File: src/rtl/trig_delay_gen.sv
// Delayed trigger pulse generator: detects a rising edge on trig_in and produces a pulse of
// programmable delay and width, followed by a holdoff window, with accept/miss statistics.
module trig_delay_gen #(
    parameter int DLY_W = 32,
    parameter int WID_W = 16
) (
    input  logic             clk,
    input  logic             reset,
    input  logic             clk_enable,
    input  logic             trig_in,
    input  logic [DLY_W-1:0] delay_cnt,
    input  logic [WID_W-1:0] width_cnt,
    input  logic [DLY_W-1:0] holdoff_cnt,
    input  logic             clear_counts,
    output logic             pulse_out,
    output logic             busy,
    output logic [31:0]      trig_count,
    output logic [15:0]      missed_count
);

    localparam int CNT_W = (DLY_W > WID_W) ? DLY_W : WID_W;
    localparam logic [CNT_W-1:0] CNT_ZERO = CNT_W'(1'b0);
    localparam logic [CNT_W-1:0] CNT_ONE  = CNT_W'(1'b1);

    typedef enum logic [1:0] {
        ST_IDLE    = 2'd0,
        ST_DELAY   = 2'd1,
        ST_PULSE   = 2'd2,
        ST_HOLDOFF = 2'd3
    } state_e;

    state_e           state_q, state_d, nom_state_s;
    logic [CNT_W-1:0] cnt_q, cnt_d, nom_cnt_s;
    logic [WID_W-1:0] wid_q, wid_d;
    logic [DLY_W-1:0] hold_q, hold_d;
    logic [31:0]      trig_cnt_q, trig_cnt_d;
    logic [15:0]      miss_cnt_q, miss_cnt_d;
    logic             pulse_q, pulse_d;
    logic             busy_q, busy_d;
    logic             trig_hist_q;
    logic             edge_s, accept_s;
    logic [CNT_W-1:0] wid_ext_s, hold_ext_s, dly_in_s, wid_in_s, hold_in_s;

    assign wid_ext_s  = CNT_W'(wid_q);
    assign hold_ext_s = CNT_W'(hold_q);
    assign dly_in_s   = CNT_W'(delay_cnt);
    assign wid_in_s   = CNT_W'(width_cnt);
    assign hold_in_s  = CNT_W'(holdoff_cnt);
    assign edge_s     = trig_in & ~trig_hist_q;

    // Next state the operation in progress would take with no new trigger.
    always_comb begin
        nom_state_s = state_q;
        nom_cnt_s   = cnt_q - CNT_ONE;
        case (state_q)
            ST_IDLE: begin
                nom_state_s = ST_IDLE;
                nom_cnt_s   = CNT_ZERO;
            end
            ST_DELAY: begin
                if (cnt_q != CNT_ZERO) begin
                    nom_state_s = ST_DELAY;
                end else if (wid_q != {WID_W{1'b0}}) begin
                    nom_state_s = ST_PULSE;
                    nom_cnt_s   = wid_ext_s - CNT_ONE;
                end else if (hold_q != {DLY_W{1'b0}}) begin
                    nom_state_s = ST_HOLDOFF;
                    nom_cnt_s   = hold_ext_s - CNT_ONE;
                end else begin
                    nom_state_s = ST_IDLE;
                    nom_cnt_s   = CNT_ZERO;
                end
            end
            ST_PULSE: begin
                if (cnt_q != CNT_ZERO) begin
                    nom_state_s = ST_PULSE;
                end else if (hold_q != {DLY_W{1'b0}}) begin
                    nom_state_s = ST_HOLDOFF;
                    nom_cnt_s   = hold_ext_s - CNT_ONE;
                end else begin
                    nom_state_s = ST_IDLE;
                    nom_cnt_s   = CNT_ZERO;
                end
            end
            ST_HOLDOFF: begin
                if (cnt_q != CNT_ZERO) begin
                    nom_state_s = ST_HOLDOFF;
                end else begin
                    nom_state_s = ST_IDLE;
                    nom_cnt_s   = CNT_ZERO;
                end
            end
            default: begin
                nom_state_s = ST_IDLE;
                nom_cnt_s   = CNT_ZERO;
            end
        endcase
    end

    // Acceptance, parameter latching, statistics and registered output values.
    always_comb begin
        state_d    = nom_state_s;
        cnt_d      = nom_cnt_s;
        wid_d      = wid_q;
        hold_d     = hold_q;
        trig_cnt_d = trig_cnt_q;
        miss_cnt_d = miss_cnt_q;
        // An edge landing on the cycle the FSM drops back to IDLE is still taken.
        accept_s   = edge_s && (nom_state_s == ST_IDLE);
        if (accept_s) begin
            wid_d      = width_cnt;
            hold_d     = holdoff_cnt;
            trig_cnt_d = trig_cnt_q + 32'd1;
            if (delay_cnt != {DLY_W{1'b0}}) begin
                state_d = ST_DELAY;
                cnt_d   = dly_in_s - CNT_ONE;
            end else if (width_cnt != {WID_W{1'b0}}) begin
                state_d = ST_PULSE;
                cnt_d   = wid_in_s - CNT_ONE;
            end else if (holdoff_cnt != {DLY_W{1'b0}}) begin
                state_d = ST_HOLDOFF;
                cnt_d   = hold_in_s - CNT_ONE;
            end else begin
                state_d = ST_IDLE;
                cnt_d   = CNT_ZERO;
            end
        end else if (edge_s && (miss_cnt_q != 16'hFFFF)) begin
            miss_cnt_d = miss_cnt_q + 16'd1;
        end else begin
            miss_cnt_d = miss_cnt_q;
        end
        if (clear_counts) begin
            trig_cnt_d = 32'd0;
            miss_cnt_d = 16'd0;
        end else begin
            trig_cnt_d = trig_cnt_d;
        end
        pulse_d = (state_d == ST_PULSE);
        busy_d  = (state_d != ST_IDLE);
    end

    // Trigger history follows trig_in every clock, independent of clk_enable.
    always_ff @(posedge clk) begin
        if (reset) begin
            trig_hist_q <= 1'b0;
        end else begin
            trig_hist_q <= trig_in;
        end
    end

    // FSM, counters and outputs; frozen while clk_enable is low.
    always_ff @(posedge clk) begin
        if (reset) begin
            state_q    <= ST_IDLE;
            cnt_q      <= CNT_ZERO;
            wid_q      <= {WID_W{1'b0}};
            hold_q     <= {DLY_W{1'b0}};
            trig_cnt_q <= 32'd0;
            miss_cnt_q <= 16'd0;
            pulse_q    <= 1'b0;
            busy_q     <= 1'b0;
        end else if (clk_enable) begin
            state_q    <= state_d;
            cnt_q      <= cnt_d;
            wid_q      <= wid_d;
            hold_q     <= hold_d;
            trig_cnt_q <= trig_cnt_d;
            miss_cnt_q <= miss_cnt_d;
            pulse_q    <= pulse_d;
            busy_q     <= busy_d;
        end
    end

    assign pulse_out    = pulse_q;
    assign busy         = busy_q;
    assign trig_count   = trig_cnt_q;
    assign missed_count = miss_cnt_q;

endmodule

File: config.mk
export PLATFORM = sky130hd
export DESIGN_NAME = trig_delay_gen
export DESIGN_NICKNAME = d
export VERILOG_FILES = /design/src/rtl/trig_delay_gen.sv
export SDC_FILE = /design/constraint.sdc
export NUM_CORES = 1
export LEC_CHECK = 0
export CAP_MARGIN = 40
export CORE_MARGIN = 2
export CORE_UTILIZATION = 55
export DETAILED_ROUTE_END_ITERATION = 10
export MAX_ROUTING_LAYER = met4
export PLACE_DENSITY_LB_ADDON = 0.05
export SLEW_MARGIN = 20
export SYNTH_ARGS = -nofsm -noshare
export SYNTH_HDL_FRONTEND = slang
export SYNTH_SLANG_ARGS = --single-unit
File: constraint.sdc
create_clock -name clk -period 3.8 [get_ports clk]
set_clock_uncertainty 0.1 [all_clocks]
set_input_delay 0.76 -clock clk [delete_from_list [all_inputs] [get_ports clk]]
set_output_delay 0.76 -clock clk [all_outputs]
set_load 0.005 [all_outputs]
==> metrics.md, run 1 <==
| Metric | Value |
|---|---|
| Status | `finished clean` |
| Yosys top cell by area | `dfxtp_1` |
| Syn Area/Cell | `7.19 µm²` |
| Synthesized Nets | `about 1400` |
| Num rows | `48` |
| Synth cell types | `between 60 and 70` |
| Wire per inst | `19.2 µm` |
| Clk sinks | `133` |
| Post-DP HPWL | `25600 µm` |
| TritonCTS clock tree | `built` |
| DIE WIDTH | `135 µm` |
| Period utilisation layout | `0.970` |
| Overflow after GRT | `0` |
| Internal | `0.00298 W` |
| Top delay family on crit path | `simple AND/OR/NAND/NOR gates` |
| Type of the worst min-delay path | `flop to flop` |
| Setup TNS | `0 ns` |
| RSZ-0062 raised after global routing | `no` |
| Hold Buf Count CTS | `0` |
| Share of post-route cells with drive strength above 1 | `0.0934` |
| CTS buffer count | `17` |
| Logic gate share of total power | `0.266` |
| FFs w/ async S/R, synth | `0` |
| Vias in the first global route | `around 10000` |
| Clk pin slew, worst setup/hold paths | `0.06 ns` |
| NetSw | `0.00134 W` |
| Peak supply drop | `0.393 mV` |
| Worst Hold Launch | `hold_ext_s[30]` |
| Worst slack at placement | `-0.0201 ns` |
| Crit path buffers/inverters | `1` |
| H-Tree Level Count | `4` |
| PortBufs | `134` |
| YS warnings | `0` |
| Post-synth top area share | `0.280` |
| Hold Vio Cnt, Final | `0` |
| Number of fill cells | `1454` |
| Die H | `135 µm` |
| Crit path cell chain | `inv_1 > ha_1 > or3b_2 > or4_1 > or4_4 > a211oi_2 > and2_2 > o211ai_1 > nor3b_1 > a211oi_1` |
| Most common cell after layout, fill and taps aside | `nand2_1` |
| Post-Route WL | `33300 µm` |
| Nets | `1593` |
| Post-route minimum period | `between 3 and 4 ns` |
| Post-CTS Resized | `0` |
| Root Driver | `clkbuf_16` |
| CP max stage delay | `0.55 ns` |
| Slack of the critical path | `between 0.1 and 0.15 ns` |
| Pwr dens | `355 mW/mm²` |
| Worst r2r dst | `busy` |
| Hold_ws | `0.382 ns` |
| Most frequent cells in the layout | `185 x nand2_1, 158 x nor2_1, 133 x dfxtp_1, 133 x clkdlybuf4s50_1, 101 x a21oi_1` |
| Sw Share | `0.310` |
| Antenna violations before repair | `0` |
| Area of the core | `roughly 0.017 mm²` |
| Final Util | `0.714` |
| Top FF cell, synth | `dfxtp_1` |
| Routed Antenna Nets | `0` |
| Seq pwr share | `0.348` |
| Initial Util | `0.557` |
| Clk Latency, worst-skew pair | `0.43 ns` |
| Via count | `around 11000` |
| R2R setup slack | `around 0.11 ns` |
| WS Path Type | `flop to flop` |
| Post-synth EDFFs | `0` |
| Post-Syn Area | `0.00950 mm²` |
| Peak Freq | `271 MHz` |
| Top area cells in the synthesized netlist | `dfxtp_1 28%, xnor2_1 8.3%, nand2_1 7.4%` |
| Total GRT Usage | `0.375` |
| Largest net degree at the start of global routing | `45` |
| Relative slew slack | `0.491` |
| Final setup violation count | `0` |
| Die Footprint | `0.0183 mm²` |
| Area Growth Syn to Fin | `28.2%` |
| Slowest-stage cell, CP | `or4_4` |
| Leakage | `about 4.2 nW` |
| Global-route wire length before repair | `roughly 52000 µm` |
| Post-CTS setup buffer count | `0` |
| Maxcap violations | `0` |
| I/O pins | `135` |
| Worst setup SP type | `flop` |
| Hold path depth | `2` |
| GPL Wtd Cong | `between 0.9 and 1` |
| Synthesized flop and latch total | `133` |
| Drt pass-1 iters | `6` |
| Vias per cell | `roughly 6.3` |
| CP Capture Type | `flop` |
| Sequential area share after synthesis | `0.280` |
| Slew at the pin closest to its max-slew limit | `0.763 ns` |
| Reg-to-reg startpoint | `cnt_q[1]` |
| CP max FO | `4` |
| Residual DRC | `0` |
| Ant. Diodes | `0` |
| Drt initial violations | `approximately 1100` |
| Max Buffers Root-to-Sink | `2` |
| Max Slew Vio Count | `0` |
| Worst reg-to-reg path cell count | `10` |
| Clk pwr share | `0.387` |
| Post-synthesis instance total | `1320` |
| Hold EP | `hold_ext_s[30]` |
| CP Data Arrival Time | `3.92 ns` |
| Worst EP required | `4.04 ns` |
## worst reg2reg max path, stage by stage (launching register included)
cell and delay [ns]:
dfxtp_1 0.33, inv_1 0.06, ha_1 0.21, or3b_2 0.51
or4_1 0.48, or4_4 0.55, a211oi_2 0.35, and2_2 0.32
o211ai_1 0.24, nor3b_1 0.21, a211oi_1 0.23
## worst max path at each step
stage | start | endpoint | slack [ns] | depth (start not counted)
CTS | cnt_q[1] | busy | 0.15 | 10
finish | cnt_q[1] | busy | 0.11 | 10
global route | cnt_q[1] | trig_count[30] | 0.01 | 10
floorplan | delay_cnt[11] | cnt_q[2] | 0.28 | 9
detailed placement | delay_cnt[11] | busy | -0.02 | 9
global placement | delay_cnt[11] | cnt_q[22] | 0.02 | 10
## stage by stage
step	total power, W	cells	cell area [µm²]
finish	0.00433	1735	12200
global route	0.00450	1735	12200
CTS	0.00430	1734	12200
detailed placement	0.00264	1703	11600
global placement	0.00263	1703	11600
floorplan	0.00221	1320	9500
## power by group through the flow
stage / logic [W] / registers, W / clock network, W
after floorplan: 0.000700 / 0.00151 / 0
after global placement: 0.00110 / 0.00153 / 0
after detailed placement: 0.00111 / 0.00153 / 0
after CTS: 0.00112 / 0.00150 / 0.00168
after global routing: 0.00125 / 0.00151 / 0.00174
final: 0.00115 / 0.00150 / 0.00167
## layout make-up
class	count	area (µm²)	share of cell area
clock buffer	23	468	0.0384
clock inverter	8	125	0.0103
inverter	24	90.1	0.00740
multi-input combinational	1099	6490	0.533
sequential	133	2660	0.219
tap	225	282	0.0231
timing repair buffer	223	2050	0.169
## layer usage
| layer | vias to the layer above | routed length (µm) | track usage |
|---|---|---|---|
| li1 | 5151 | - | - |
| met1 | 5107 | 13900 | 0.480 |
| met2 | 542 | 15300 | 0.578 |
| met3 | 97 | 2580 | 0.0666 |
| met4 | 0 | 1480 | 0.172 |
| met5 | - | 0 | - |
## flip-flops by register name, indices dropped and copies added (netlist names)
name and cells:
busy 1, cnt_q 32, hold_ext_s 32, missed_count 16
pulse_out 1, state_q 2, trig_count 32, trig_hist_q 1
wid_q 16
## Yosys cell counts, types with 5 or more instances
| cell | count |
|---|---|
| nand2b_1 | 5 |
| o22ai_1 | 26 |
| nor2_1 | 158 |
| xnor2_1 | 90 |
| nor4b_2 | 5 |
| nor3b_1 | 8 |
| a22oi_1 | 11 |
| nor4_1 | 50 |
| and3_1 | 12 |
| clkbuf_1 | 53 |
| o221ai_1 | 7 |
| nand4_1 | 19 |
| nand3_1 | 44 |
| ha_1 | 10 |
| and4_1 | 7 |
| dfxtp_1 | 133 |
| and2_1 | 7 |
| nor3_1 | 71 |
| o21ai_0 | 54 |
| nand2_1 | 186 |
| a21oi_1 | 101 |
| or3_1 | 24 |
| a31oi_1 | 12 |
| inv_1 | 24 |
| buf_2 | 7 |
| xor2_1 | 61 |
| or4_1 | 22 |
| o211ai_1 | 10 |
| o31ai_1 | 13 |
| a211oi_1 | 11 |
| mux2i_1 | 8 |
## cells by family after synthesis
kind of cell / Yosys count / synth area share
AO/OA/AOI/OAI: 282 / 0.182
AND/OR/NAND/NOR: 648 / 0.339
adder cells (fa/ha/maj): 10 / 0.0132
buffers and inverters: 88 / 0.0373
multiplexers: 8 / 0.00843
XOR/XNOR: 151 / 0.139
flip-flops: 133 / 0.280
Power figures use the tool's default switching activity.
==> inputs of run 2 (changes only) <==
- CORE_MARGIN: 2 -> 4
==> run 2 against run 1 <==
First-iteration DRC count rose by 26%. Critical path depth did not move. Total power rose by 3.3%. Cell count fell by 0.46%. Count of clock-buffer cells in the layout fell by 6. Via count rose by 1.3%. Clock power rose by 8%. Largest cell class unchanged.
==> metrics.md, run 2 (synthesis results as in run 1) <==
| Metric | Value |
|---|---|
| Routed Antenna Nets | `0 (unchanged)` |
| GPL Wtd Cong | `1.04 (+4.2%)` |
| Share of post-route cells with drive strength above 1 | `0.0949 (+0.00151)` |
| Number of fill cells | `1364 (-6.2%)` |
| Reg-to-reg startpoint | `cnt_q[0]` |
| Post-Route WL | `34700 µm (+4.2%)` |
| Drt pass-1 iters | `6 (unchanged)` |
| Design Area, Final | `0.0122 mm² (+0.18%)` |
| Antenna violations before repair | `0 (unchanged)` |
| Post-route minimum period | `3.67 ns (-0.0107 ns)` |
| Worst EP required | `4.06 ns (+0.02 ns)` |
| Status | `finished clean` |
| CP max FO | `29 (+25)` |
| Cell Count, Final, Fillers Out | `1727 (-0.46%)` |
| Launch point of the worst path | `cnt_q[0]` |
| Multi-input gate area | `0.00651 mm² (+0.23%)` |
| Peak supply drop | `0.343 mV (-13%)` |
| Relative slew slack | `0.550 (+0.0586)` |
| Area of the core | `0.0168 mm² (-1.7%)` |
| TritonCTS clock tree | `built` |
| CP Capture Type | `flop` |
| Vias per cell | `6.39 (+1.8%)` |
| Final setup violation count | `0 (unchanged)` |
| Overflow after GRT | `0 (unchanged)` |
| Setup TNS | `0 ns (unchanged)` |
| H-Tree Level Count | `4 (unchanged)` |
| Post-DP HPWL | `26300 µm (+2.8%)` |
| Area Growth Syn to Fin | `28.4%` |
| Worst setup SP type | `flop` |
| DP Area | `0.0116 mm² (-0.18%)` |
| Worst Hold Launch | `hold_ext_s[11]` |
| Leakage | `4.23 nW (about the same)` |
| CP Data Arrival Time | `3.93 ns (about the same)` |
| DIE WIDTH | `139 µm (+3.0%)` |
| Register area | `0.00266 mm² (unchanged)` |
| Crit path cell chain | `inv_1 > ha_1 > or3b_2 > or4_1 > or4_4 > a211oi_4 > a22oi_2 > buf_12 > or4_1 > a21oi_1` |
| Wire per inst | `20.1 µm (+4.7%)` |
| Placed Cells incl. Taps | `1696 (-0.41%)` |
| Worst slack at placement | `-0.00495 ns (+0.0152 ns)` |
| Initial Util | `0.567 (+0.00985)` |
| Die Footprint | `0.0194 mm² (+6.0%)` |
| Max Buffers Root-to-Sink | `2 (unchanged)` |
| CP max stage delay | `0.54 ns (about the same)` |
| Most common cell after layout, fill and taps aside | `nand2_1` |
| Clk pin slew, worst setup/hold paths | `0.06 ns (about the same)` |
| Die H | `139 µm (+3.0%)` |
| Largest net degree at the start of global routing | `44 (-2.2%)` |
| Period utilisation layout | `0.967 (-0.00281)` |
| Nets | `1590 (-0.19%)` |
| WS Path Type | `flop to flop` |
| Clk sinks | `133 (unchanged)` |
| Slack of the critical path | `0.125 ns (+0.0107 ns)` |
| PortBufs | `134 (unchanged)` |
| Drt initial violations | `1348 (+26%)` |
| I/O pins | `135 (unchanged)` |
| Maxcap violations | `0 (unchanged)` |
| Slowest-stage cell, CP | `or4_4` |
| Num rows | `47 (-2.1%)` |
| Pwr dens | `367 mW/mm² (+3.1%)` |
| Total GRT Usage | `0.353 (-0.0221)` |
| Vias in the first global route | `10200 (+2.4%)` |
| Hold Vio Cnt, Final | `0 (unchanged)` |
| Hold Buf Count CTS | `0 (unchanged)` |
| Residual DRC | `0 (unchanged)` |
| Peak Freq | `272 MHz (+0.29%)` |
| Root Driver | `clkbuf_16` |
| Most frequent cells in the layout | `185 x nand2_1, 158 x nor2_1, 133 x dfxtp_1, 133 x clkdlybuf4s50_1, 101 x a21oi_1` |
| Clk Latency, worst-skew pair | `0.43 ns (about the same)` |
| Max Slew Vio Count | `0 (unchanged)` |
| Slew at the pin closest to its max-slew limit | `0.666 ns (-0.0966 ns)` |
| CTS buffer count | `17 (unchanged)` |
| Type of the worst min-delay path | `flop to flop` |
| Post-CTS setup buffer count | `0 (unchanged)` |
| RSZ-0062 raised after global routing | `no` |
| Most common cell on crit path | `or4_1` |
| Global-route wire length before repair | `54200 µm (+3.4%)` |
| Ant. Diodes | `0 (unchanged)` |
| Via count | `11000 (+1.3%)` |
## run 2: cell types whose count changed in the layout (fill, tap and decap cells not counted), moves of 2 or more
cell / change
inv_6: +5
clkbuf_1: -4
buf_4: -3
clkbuf_8: -2
## run 2: final timing paths
kind               endpoint  depth (start not counted)  slack (ns)
min          hold_ext_s[11]                          2        0.36
min reg2reg  hold_ext_s[11]                          2        0.36
max          trig_count[31]                         10        0.13
max reg2reg  trig_count[31]                         10        0.13
## run 2: through the flow
step	utilization	hold WS (ns)	power [W]
final	0.728	0.357	0.00447
after global routing	0.728	0.396	0.00463
after CTS	0.727	0.357	0.00444
after detailed placement	0.689	0.349	0.00265
after global placement	0.689	0.346	0.00264
after floorplan	-	0.336	0.00221
## run 2: worst max-delay path: cells and delay by family, from the launching register on
kind                       cells  cell delay [ns]
AOI/OAI and AO/OA              3             0.65
adders and majority gates      1             0.20
buffers and inverters          2             0.25
DFF                            1             0.35
and+or+nand+nor                4             2.04
## run 2: power breakdown
part,internal [W],switching [W],leakage (nW)
logic,0.000478,0.000687,2.85
clock network,0.00110,0.000698,0.301
registers,0.00144,0.0000620,1.08
total,0.00302,0.00145,4.23
## run 2: area by class of cell
type                            instances  area share
Clock buffer                           17      0.0349
Sequential cell                       133       0.218
Inverter                               24     0.00739
Clock inverter                         14      0.0162
Timing Repair Buffer                  220       0.167
Multi-Input combinational cell       1099       0.534
Tap cell                              220      0.0226
## run 2: repair_timing
action / in CTS / in global routing
hold endpoints to repair: 0 / 0
endpoints found under the setup margin: 0 / 46
gates resized for setup: 0 / 4
## run 2: layer usage
metal / vias up / share of wire / GRT usage
li1: 5139 / - / -
met1: 5138 / 0.40 / 0.447
met2: 625 / 0.46 / 0.555
met3: 139 / 0.085 / 0.0508
met4: 0 / 0.052 / 0.170
met5: - / 0 / -
==> inputs of run 3 (changes only) <==
- GPL_TIMING_DRIVEN: default -> 0
- PLACE_DENSITY: default -> 0.8
- PLACE_DENSITY_LB_ADDON: 0.05 -> default
==> run 3 against run 2 <==
Register-to-register slack got worse by 0.05 ns. Routed wire length grew 13%. Design area shrank 1.8%. Flip-flop and latch count stayed put. Critical path type unchanged. Combinational power about the same. Clock power decreased by 3%. Setup slack got worse by 0.054 ns. First-iteration DRC count rose by 6.5%. Cell count down 0.58%. Die area did not move. Largest cell class unchanged. Sequential share of layout area is 0.39 points higher.
==> metrics.md, run 3 (synthesis results as in run 1) <==
| Metric | Value |
|---|---|
| Worst r2r dst | `cnt_q[10]` |
| Relative slew slack | `0.374 (-0.176)` |
| Cell Count, Final, Fillers Out | `1717 (-0.58%)` |
| Area of the core | `0.0168 mm² (unchanged)` |
| PortBufs | `133 (-0.75%)` |
| Vias per cell | `6.57 (+2.7%)` |
| Most frequent cells in the layout | `184 x nand2_1, 155 x nor2_1, 133 x dfxtp_1` |
| Area Growth Syn to Fin | `26.2%` |
| Wire per inst | `22.8 µm (+13%)` |
| R2R setup slack | `0.07 ns (-0.05 ns)` |
| Vias in the first global route | `10200 (+0.57%)` |
| Register area | `0.00266 mm² (unchanged)` |
| Crit path cell chain | `or4_1 > or4_1 > clkbuf_1 > or4_1 > clkbuf_1 > o21ai_1 > clkbuf_2 > o22ai_1 > nor2_2 > nor3_1 > a211o_1` |
| Drt pass-1 iters | `7 (+1)` |
| Initial Util | `0.567 (unchanged)` |
| Slew at the pin closest to its max-slew limit | `0.927 ns (+0.260 ns)` |
| Hold EP | `pulse_out` |
| Antenna violations before repair | `2 (+2)` |
| Post-DP HPWL | `29900 µm (+14%)` |
| Die H | `139 µm (unchanged)` |
| Post-Route WL | `39100 µm (+13%)` |
| Worst setup SP type | `flop` |
| Post-route minimum period | `3.73 ns (+0.0544 ns)` |
| CP max stage delay | `0.60 ns (+0.06 ns)` |
| H-Tree Level Count | `4 (unchanged)` |
| Most common cell on crit path | `or4_1` |
| Slowest-stage cell, CP | `or4_1` |
| Final Util | `0.715 (-0.0128)` |
| Period utilisation layout | `0.981 (+0.0143)` |
| CP Capture Type | `flop` |
| Maxcap violations | `0 (unchanged)` |
| Multi-input gate area | `0.00663 mm² (+1.9%)` |
| Total GRT Usage | `0.394 (+0.0407)` |
| Placed Cells incl. Taps | `1678 (-1.1%)` |
| Clk pin slew, worst setup/hold paths | `0.06 ns (about the same)` |
| Reg-to-reg startpoint | `hold_ext_s[24]` |
| CTS buffer count | `17 (unchanged)` |
| Pwr dens | `372 mW/mm² (+1.5%)` |
| Overflow after GRT | `0 (unchanged)` |
| Launch point of the worst path | `hold_ext_s[24]` |
| Nets | `1577 (-0.82%)` |
| Hold_ws | `0.389 ns (+0.0314 ns)` |
| Share of post-route cells with drive strength above 1 | `0.0716 (-0.0233)` |
| Drt initial violations | `1436 (+6.5%)` |
| Hold Buf Count CTS | `0 (unchanged)` |
| Clk sinks | `133 (unchanged)` |
| Max Slew Vio Count | `0 (unchanged)` |
| Hold Vio Cnt, Final | `0 (unchanged)` |
| GPL Wtd Cong | `1.04 (-0.53%)` |
| Global-route wire length before repair | `58500 µm (+8.0%)` |
| Largest net degree at the start of global routing | `17 (-61%)` |
| Max Buffers Root-to-Sink | `2 (unchanged)` |
| Peak supply drop | `0.395 mV (+15%)` |
| Setup TNS | `0 ns (unchanged)` |
| Via count | `11300 (+2.1%)` |
| Final setup violation count | `0 (unchanged)` |
| Worst Hold Launch | `pulse_out` |
| Status | `finished clean` |
| I/O pins | `135 (unchanged)` |
| Die Footprint | `0.0194 mm² (unchanged)` |
| Clk Latency, worst-skew pair | `0.44 ns (about the same)` |
| Residual DRC | `0 (unchanged)` |
| TritonCTS clock tree | `built` |
| Worst EP required | `4.02 ns (-0.04 ns)` |
| CP Data Arrival Time | `3.95 ns (+0.02 ns)` |
| WS Path Type | `flop to flop` |
| DIE WIDTH | `139 µm (unchanged)` |
| DP Area | `0.0111 mm² (-3.5%)` |
| Type of the worst min-delay path | `flop to flop` |
| Number of fill cells | `1407 (+3.2%)` |
| Root Driver | `clkbuf_16` |
| Hold path depth | `2 (unchanged)` |
| Design Area, Final | `0.0120 mm² (-1.8%)` |
| Worst reg-to-reg path cell count | `11 (+1)` |
| Most common cell after layout, fill and taps aside | `nand2_1` |
| Leakage | `4.04 nW (-4.6%)` |
| Routed Antenna Nets | `0 (unchanged)` |
| Peak Freq | `268 MHz (-1.5%)` |
| Num rows | `47 (unchanged)` |
| CP max FO | `10 (-66%)` |
[run 3: cell types whose count changed in the layout (fill, tap and decap cells not counted), moves of 3 or more]
cell,delta
nor2_1,-3
nor3_1,-3
nor3_2,+3
nor2_2,+3
or4_4,+3
or4_1,-3
nor4_1,-4
clkbuf_1,+41
buf_12,-4
buf_4,-70
buf_2,+6
clkbuf_2,+8
[run 3: worst max-delay path by stage]
stage | to | slack (ns) | cells after the start
after floorplan | cnt_q[2] | 0.28 | 9
after global placement | cnt_q[14] | -1.44 | 10
after detailed placement | cnt_q[11] | -1.01 | 10
after CTS | trig_count[1] | -0.03 | 12
after global routing | trig_count[15] | -0.02 | 10
final | cnt_q[10] | 0.07 | 11
[run 3: routing by layer]
layer,global-route usage,vias up,part of all wire
met5,-,-,0
met4,0.140,0,0.046
met3,0.106,162,0.12
met2,0.596,749,0.44
met1,0.507,5229,0.40
li1,-,5138,-
[run 3: area by class of cell]
cell class | instances | area share
buffer | 60 | 0.0230
inverter | 24 | 0.00752
sequential | 133 | 0.222
clock inverter | 13 | 0.0131
tap | 220 | 0.0230
clock buffer | 19 | 0.0378
timing repair buffer | 147 | 0.120
antenna | 2 | 0.000418
multi-input combinational | 1099 | 0.553
[run 3: power by group]
group          total, W  switching, W  internal, W
Combinational   0.00120      0.000762     0.000442
Clock           0.00175      0.000731      0.00102
Sequential      0.00150     0.0000612      0.00144
[run 3: worst max-delay path, delay by kind of cell, from the launching register on]
kind | cells | cell delay [ns]
AO/OA/AOI/OAI | 3 | 0.64
buffers and inverters | 3 | 0.70
AND/OR/NAND/NOR | 5 | 1.82
flip-flops | 1 | 0.36
[run 3: metrics by stage]
step,setup slack (ns),total power (W)
floorplan,0.281,0.00221
global placement,-1.44,0.00263
detailed placement,-1.01,0.00264
CTS,-0.0310,0.00437
global route,-0.0167,0.00458
finish,0.0709,0.00446
[run 3: what timing repair did]
action,CTS,global route
pin swaps,1,5
endpoints found under the setup margin,69,111
resized for setup,19,30
buffers inserted,2,5
